==> config.mk <==
export PLATFORM = sky130hd
export DESIGN_NAME = puf_response_reader
export DESIGN_NICKNAME = d
export VERILOG_FILES = /design/src/rtl/puf_response_reader.sv
export SDC_FILE = /design/constraint.sdc
export NUM_CORES = 1
export LEC_CHECK = 0
export ABC_AREA = 1
export BUFFER_PORTS_ARGS = -buffer_cell sky130_fd_sc_hd__buf_2
export CAP_MARGIN = 5
export CORE_MARGIN = 2
export CORE_UTILIZATION = 40
export DETAILED_ROUTE_END_ITERATION = 8
export HOLD_SLACK_MARGIN = 0.15
export PLACE_DENSITY_LB_ADDON = 0.3
export SYNTH_ARGS = -nofsm -noshare
export SYNTH_HDL_FRONTEND = slang
export SYNTH_SLANG_ARGS = --single-unit
==> constraint.sdc <==
create_clock -name clk -period 1.7 [get_ports clk]
set_clock_uncertainty 0.2 [all_clocks]
set_input_delay 0.085 -clock clk [delete_from_list [all_inputs] [get_ports clk]]
set_output_delay 0.085 -clock clk [all_outputs]
set_load 0.005 [all_outputs]
==> src/rtl/puf_response_reader.sv <==
// RO-PUF response reader: steps NBITS challenges through the oscillator banks,
// times clear / enable / settle windows, and compares the frozen counts into a
// response word plus a tie count. Counts are only sampled after the oscillators
// have stopped and settled, so no synchronizer is used on count_a/count_b.
module puf_response_reader #(
  parameter int CW      = 8,
  parameter int SELW    = 3,
  parameter int NBITS   = 8,
  parameter int WINDOW  = 64,
  parameter int SETTLE  = 4,
  parameter int CLR_CYC = 2
) (
  input  logic                         clk,
  input  logic                         rst_n,    // active-high async reset
  input  logic                         start,
  input  logic [SELW-1:0]              chal_base,
  input  logic [CW-1:0]                count_a,
  input  logic [CW-1:0]                count_b,
  output logic [SELW-1:0]              challenge,
  output logic                         osc_en,
  output logic                         cnt_clr,
  output logic                         busy,
  output logic                         done,
  output logic [NBITS-1:0]             response,
  output logic [$clog2(NBITS+1)-1:0]   tie_cnt
);

  localparam int TMAX = (WINDOW > SETTLE) ? ((WINDOW > CLR_CYC) ? WINDOW : CLR_CYC)
                                          : ((SETTLE > CLR_CYC) ? SETTLE : CLR_CYC);
  localparam int TW   = $clog2(TMAX + 1);
  localparam int IW   = (NBITS > 1) ? $clog2(NBITS) : 1;
  localparam int TCW  = $clog2(NBITS + 1);

  typedef enum logic [2:0] {
    S_IDLE, S_CLEAR, S_RUN, S_STOP, S_CAPTURE, S_DONE
  } state_t;

  state_t          r_state;
  state_t          w_state_nxt;
  logic [TW-1:0]   r_tmr;
  logic [IW-1:0]   r_idx;
  logic            w_last;

  assign w_last = (r_idx == IW'(NBITS - 1));

  // State register
  always_ff @(posedge clk or posedge rst_n) begin
    if (rst_n) r_state <= S_IDLE;
    else       r_state <= w_state_nxt;
  end

  // Next-state: each timed phase leaves on the last cycle of its window
  always_comb begin
    w_state_nxt = r_state;
    case (r_state)
      S_IDLE:    if (start)                        w_state_nxt = S_CLEAR;
      S_CLEAR:   if (r_tmr == TW'(CLR_CYC - 1))    w_state_nxt = S_RUN;
      S_RUN:     if (r_tmr == TW'(WINDOW - 1))     w_state_nxt = S_STOP;
      S_STOP:    if (r_tmr == TW'(SETTLE - 1))     w_state_nxt = S_CAPTURE;
      S_CAPTURE: w_state_nxt = w_last ? S_DONE : S_CLEAR;
      S_DONE:    w_state_nxt = S_IDLE;
      default:   w_state_nxt = S_IDLE;
    endcase
  end

  // Phase timer: restarts on every state change, idles at zero in IDLE
  always_ff @(posedge clk or posedge rst_n) begin
    if (rst_n)                       r_tmr <= '0;
    else if (w_state_nxt != r_state) r_tmr <= '0;
    else if (r_state != S_IDLE)      r_tmr <= r_tmr + TW'(1);
  end

  // Registered outputs decoded from the next state, plus response assembly
  always_ff @(posedge clk or posedge rst_n) begin
    if (rst_n) begin
      osc_en    <= 1'b0;
      cnt_clr   <= 1'b0;
      busy      <= 1'b0;
      done      <= 1'b0;
      challenge <= '0;
      response  <= '0;
      tie_cnt   <= '0;
      r_idx     <= '0;
    end else begin
      osc_en  <= (w_state_nxt == S_RUN);
      cnt_clr <= (w_state_nxt == S_CLEAR);
      done    <= (w_state_nxt == S_DONE);
      busy    <= (w_state_nxt inside {S_CLEAR, S_RUN, S_STOP, S_CAPTURE});
      if (r_state == S_IDLE && start) begin
        challenge <= chal_base;
        response  <= '0;
        tie_cnt   <= '0;
        r_idx     <= '0;
      end
      if (r_state == S_CAPTURE) begin
        response[r_idx] <= (count_a > count_b);
        if (count_a == count_b) tie_cnt <= tie_cnt + TCW'(1);
        // challenge tracks chal_base + idx and wraps naturally at SELW bits
        if (!w_last) begin
          r_idx     <= r_idx + IW'(1);
          challenge <= challenge + SELW'(1);
        end
      end
    end
  end

endmodule

==> results of run 1 <==
## area by class of cell
type / count / area [um2]
Clock buffer: 6 / 82.58
Clock inverter: 2 / 10.01
Fill cell: 401 / 2008
Inverter: 27 / 101.3
Multi-Input combinational cell: 158 / 1005
Sequential cell: 32 / 802.0
Tap cell: 52 / 65.06
Timing Repair Buffer: 61 / 370.4
## power breakdown
| group | leakage [nW] | internal, W | switching [W] |
|---|---|---|---|
| Clock | 0.0510 | 0.000323 | 0.000286 |
| Combinational | 0.856 | 0.0000460 | 0.0000526 |
| Sequential | 0.376 | 0.000761 | 0.000000182 |
| Total | 1.28 | 0.00113 | 0.000339 |
## flip-flops by register name, summed over array words and instances, names as in the netlist
| register | count |
|---|---|
| response | 8 |
| r_tmr | 7 |
| tie_cnt | 4 |
| challenge | 3 |
| r_idx | 3 |
| r_state | 3 |
| busy | 1 |
| cnt_clr | 1 |
| done | 1 |
| osc_en | 1 |
## worst paths after layout
path / from / end / slack [ns] / cells after the start
max: r_tmr[1] / r_tmr[1] / -0.06 / 11
max in group asynchronous: rst_n / r_tmr[0] / 0.77 / 4
min: rst_n / tie_cnt[1] / 0.21 / 4
max reg2reg: r_tmr[1] / r_tmr[1] / -0.06 / 11
min in group clk: count_b[0] / tie_cnt[2] / 0.22 / 6
min reg2reg: tie_cnt[3] / tie_cnt[3] / 0.28 / 1
## layer usage
layer	share of wire, %	up-vias	routed length (um)	GRT usage [%]
met5	0	-	0	0
met3	4.9	7	192	3.750
li1	-	845	-	-
met2	51	43	1973	28.24
met1	43	768	1670	17.84
met4	1.4	0	53	6.173
## cell families after synthesis
| kind of cell | count (synthesis) | share of synthesized area, % |
|---|---|---|
| flops | 32 | 42.78 |
| simple gates | 107 | 28.28 |
| xor+xnor | 7 | 3.275 |
| buf+inv | 28 | 5.681 |
| fa+ha+maj | 14 | 9.358 |
| mux | 6 | 3.209 |
| compound gates | 24 | 7.420 |
## cell usage in the layout (no fill, tap or decap)
cell,synthesis,layout
or2_0,2,2
mux2i_1,6,6
nor2_1,16,15
o211ai_1,2,2
dfrtp_1,32,31
or2_4,1,1
nand3_1,16,15
inv_1,23,21
nor3_1,1,1
clkinv_2,0,2
dlygate4sd3_1,0,5
o21a_1,1,1
xor2_1,6,6
nand2_2,5,6
nand2_1,41,40
buf_4,0,16
nand4_1,4,4
ha_4,0,2
buf_2,1,40
a21boi_2,1,1
inv_2,4,6
clkbuf_8,0,6
nand3_2,3,4
a21oi_1,6,6
o21ai_0,8,8
a31oi_1,1,1
dfrtp_2,0,1
nor2_4,1,2
ha_1,14,12
nand2_4,1,1
xnor2_1,1,1
nor2_2,16,16
o21ai_1,4,4
o21ai_2,1,1
## through the flow
step                instances  setup TNS (ns)  area [um2]  hold slack (ns)
detailed placement        319               0        2207        -0.008113
global route              338          -1.239        2436           0.2624
finish                    338         -0.3956        2436           0.2138
floorplan                 218               0        1872         0.001205
CTS                       336         -0.1155        2382           0.2221
global placement          319               0        2207         -0.01036
## worst register-to-register path: cells and delay by family, from the launching register on
kind,cells,cell delay [ns]
fa+ha+maj,1,0.12
buf+inv,1,0.11
flops,1,0.44
simple gates,9,0.79
## what timing repair did
action / CTS / global route
endpoints found under the setup margin: 8 / 9
hold buffers: 5 / 0
pin swaps: 1 / 6
hold endpoints to repair: 37 / 0
setup buffers: 4 / 2
gates resized for setup: 1 / 10
==> metrics, run 1 <==
clock sink total=32; synth-to-layout area growth=30.15%; CP max stage delay=0.44 ns; first-pass GRT wire length=6299 um; Max Freq=0.5679 GHz; initial antenna violation count=0; RSZ-0062 raised after global routing=yes; Post-Syn Area=1872 um2; Synth Flop Type=dfrtp_1; failing checks=setup timing; Async SR Flop Fraction=100.0%; DRC=0; startpoint types=register; first-pass iteration count of the detailed router=4; Setup WS pre-CTS=0.01871 ns; # IOs=41; CP endpoint kind=register; Mapped Nets=254; post-synthesis cell type count=28; vias per cell=4.920; top post-synthesis cells by count=41 x nand2_1, 32 x dfrtp_1, 23 x inv_1; area share of the largest cell type after synthesis=42.78%; CORE AREA=4444 um2; Max-Cap Viols=0; number of diodes=0; top-count cell post-synth=nand2_1; FP Rows=24; Post-synth EDFFs=0; register area share after synthesis=42.78%; Yosys warnings=0; Tightest Hold Check Type=in2async; Synth Register Bits=32; share of cells above drive strength 1=36.71%; Starting Density=42.12%; cts bufs inserted=5; ranking of synthesized cells by area=dfrtp_1 43%, ha_1 9.4%, nand2_1 8.2%; peak supply drop=0.0004849 V; period utilisation layout=103.6%; Slew Limit Fails=0; die span in y=72.41 um; Routed Antenna Nets=0; crit-path leading delay family=simple AND/OR/NAND/NOR gates; GPL Wtd Cong=0.8073; CP max stage cell=dfrtp_1; Setup-failing EPs final=8; PortBufs=40; via count=1,663; Max Buffers Root-to-Sink=2; Avg WL per Cell=11.51 um; Slew headroom=73.18%; H-tree depth=2; final WL=3889 um; status=finished, violations left; HPWL Detailed=2790 um; Die Wd=72.41 um; fin util=54.81%; Fin. Hold Viols=0; worst-skew pair later-pin latency=0.29 ns; starting DRC count in detailed routing=74; clk slew on worst S/H paths=0.07 ns; worst slew pin tran=0.4022 ns; worst-path fanout max=7; leading area contributor after synthesis=dfrtp_1; die area=5242 um2; CTS tree=done; global route overflow=0; Leak=1.283 nW; vias in the first global route=1,518; P per Cell Area=603.0 nW/um2; fin nets=321; CTS root buf=clkbuf_8; Setup CP Type=reg2reg; synthesized area per cell=8.586 um2; largest net degree at the start of global routing=33; fin crit period=1.761 ns; Power Total=0.001469 W; gr usage total=15.68%; WP buf/inv=1; crit-path cells=inv_2 -> ha_4 -> nand3_2 -> nor2_2 -> nor2_1 -> nor2_2 -> nand2_2 -> nand2_2 -> nand2_2 -> nand2_4 -> nor2_2; critical path arrival=1.74 ns; synthesized instance count=218; Critical Path RT=1.68 ns; setup slack after layout=-0.06079 ns
Note: power is estimated with default switching activity, not from simulation.
==> inputs of run 2 (changes only) <==
- CORE_UTILIZATION: 40 -> 30
==> run 2 against run 1 <==
- the flow still finishes with violations (setup timing)
- final cell count grew 5.9%
- routed wire length shrank 1.1%
- combinational power grew 9%
- global-route usage shrank 4.2 points
- sequential share of layout area shrank 0.53 points
- power grew 9.5%
- first-iteration DRC count shrank 46%
- non-clock buffer count shrank 3
- fmax grew 1.6%
- sequential cell count is the same
- utilization shrank 13 points
==> metrics, run 2 (synthesis results as in run 1) <==
status=finished, violations left; failing checks=setup timing; max reg flops=8; period utilisation layout=102.0%; Power Total=0.001608 W; Setup CP Type=reg2reg; clk slew on worst S/H paths=0.07 ns; die area=6887 um2; largest net degree at the start of global routing=33; HPWL Detailed=2825 um; worst-path fanout max=7; clock sink total=32; Tightest Hold Check Type=in2reg; CP endpoint kind=register; RSZ-0062 raised after global routing=yes; Max Freq=0.5770 GHz; fin nets=318; CORE AREA=5991 um2; design area=2480 um2; FF-to-FF Start=r_tmr[1]; via count=1,614; Max Buffers Root-to-Sink=2; H-tree depth=2; die span in y=82.99 um; P per Cell Area=648.4 nW/um2; fin crit period=1.733 ns; startpoint types=register; r2r setup slk=-0.03 ns; Setup-failing EPs final=8; # IOs=41; Crit. Startpoint=r_tmr[1]; number of diodes=0; Avg WL per Cell=10.75 um; share of cells above drive strength 1=37.10%; GPL Wtd Cong=0.8225; hold path start=count_a[0]; Slew Limit Fails=0; WHS=0.1935 ns; Largest regs=response x8, r_tmr x7, tie_cnt x4; Most flops, register=response; setup slack after layout=-0.03319 ns; vias in the first global route=1,542; Die Wd=82.99 um; setup_tns=-0.2241 ns; CTS tree=done; first-pass iteration count of the detailed router=4; worst slew pin tran=0.4124 ns; peak supply drop=0.0003566 V; Slew headroom=72.50%; CTS root buf=clkbuf_8; critical path arrival=1.71 ns; Fill cells=611; first-pass GRT wire length=6492 um; cts bufs inserted=5; placed inst area=2228 um2; Fin. Hold Viols=0; global route overflow=0; Routed Antenna Nets=0; PortBufs=40; Starting Density=31.24%; vias per cell=4.508; Max-Cap Viols=0; DRC=0; commonest non-fill, non-tap cell in the layout=buf_2; starting DRC count in detailed routing=40; FP Rows=28; gr usage total=11.50%; most frequent cells in the layout=39 x buf_2, 38 x nand2_1, 30 x dfrtp_1, 22 x inv_1, 17 x nor2_2; Leak=1.291 nW; initial antenna violation count=0; Critical Path RT=1.68 ns; worst-skew pair later-pin latency=0.29 ns; synth-to-layout area growth=32.49%; final WL=3847 um
-- run 2: what timing repair did --
item                                    4_1_cts  5_1_grt
resized for setup                             1       16
endpoints found under the hold margin        39        0
hold buffers                                  6        0
endpoints found under the setup margin        7       20
setup buffers                                 1        3
pin swaps                                     3       13
-- run 2: layout make-up --
type	instances	area, um2	share of cell area, %
repair buffers	58	352.8	14.23
clock buffers	5	68.82	2.775
inverters	27	101.3	4.087
flip-flops and latches	32	803.3	32.39
multi-input cells	158	1017	41.02
well taps	75	93.84	3.784
clock inverters	3	42.54	1.715
-- run 2: where the power goes --
part / internal (W) / switching, W
Clock: 0.000434 / 0.000306
Combinational: 0.0000520 / 0.0000551
Sequential: 0.000761 / 0.000000188
-- run 2: layer usage --
layer | up-vias | GRT usage, % | routed length [um]
met5 | - | 0 | 0
met2 | 34 | 19.65 | 1809
met1 | 743 | 13.38 | 1775
li1 | 831 | - | -
met4 | 0 | 5.365 | 53
met3 | 6 | 3.082 | 208
-- run 2: critical path, stage by stage (launching register included) --
cell and delay [ns]:
dfrtp_1 0.43, inv_2 0.10, ha_4 0.13, nand3_2 0.06, nor2_2 0.12, nor2_1 0.06, nor2_2 0.15, nand2_2 0.08
nand2_2 0.07, nand2_2 0.06, nand2_4 0.13, nor2_2 0.04
-- run 2: stage by stage --
stage	worst slack, ns	utilization (%)	std cells
5_1_grt	-0.1424	41.40	358
3_5_place_dp	-0.02231	37.20	341
6_report	-0.03319	41.40	358
2_1_floorplan	0.1166	-	218
4_1_cts	0.001527	40.23	356
3_3_place_gp	0.02228	37.20	341
-- run 2: final timing paths --
kind,end,depth (start not counted)
worst min register to register,tie_cnt[3],1
worst min-delay path,response[7],6
worst max-delay path,r_tmr[3],11
max in group asynchronous,r_tmr[0],4
worst max register to register,r_tmr[3],11
min in group asynchronous,r_tmr[6],4
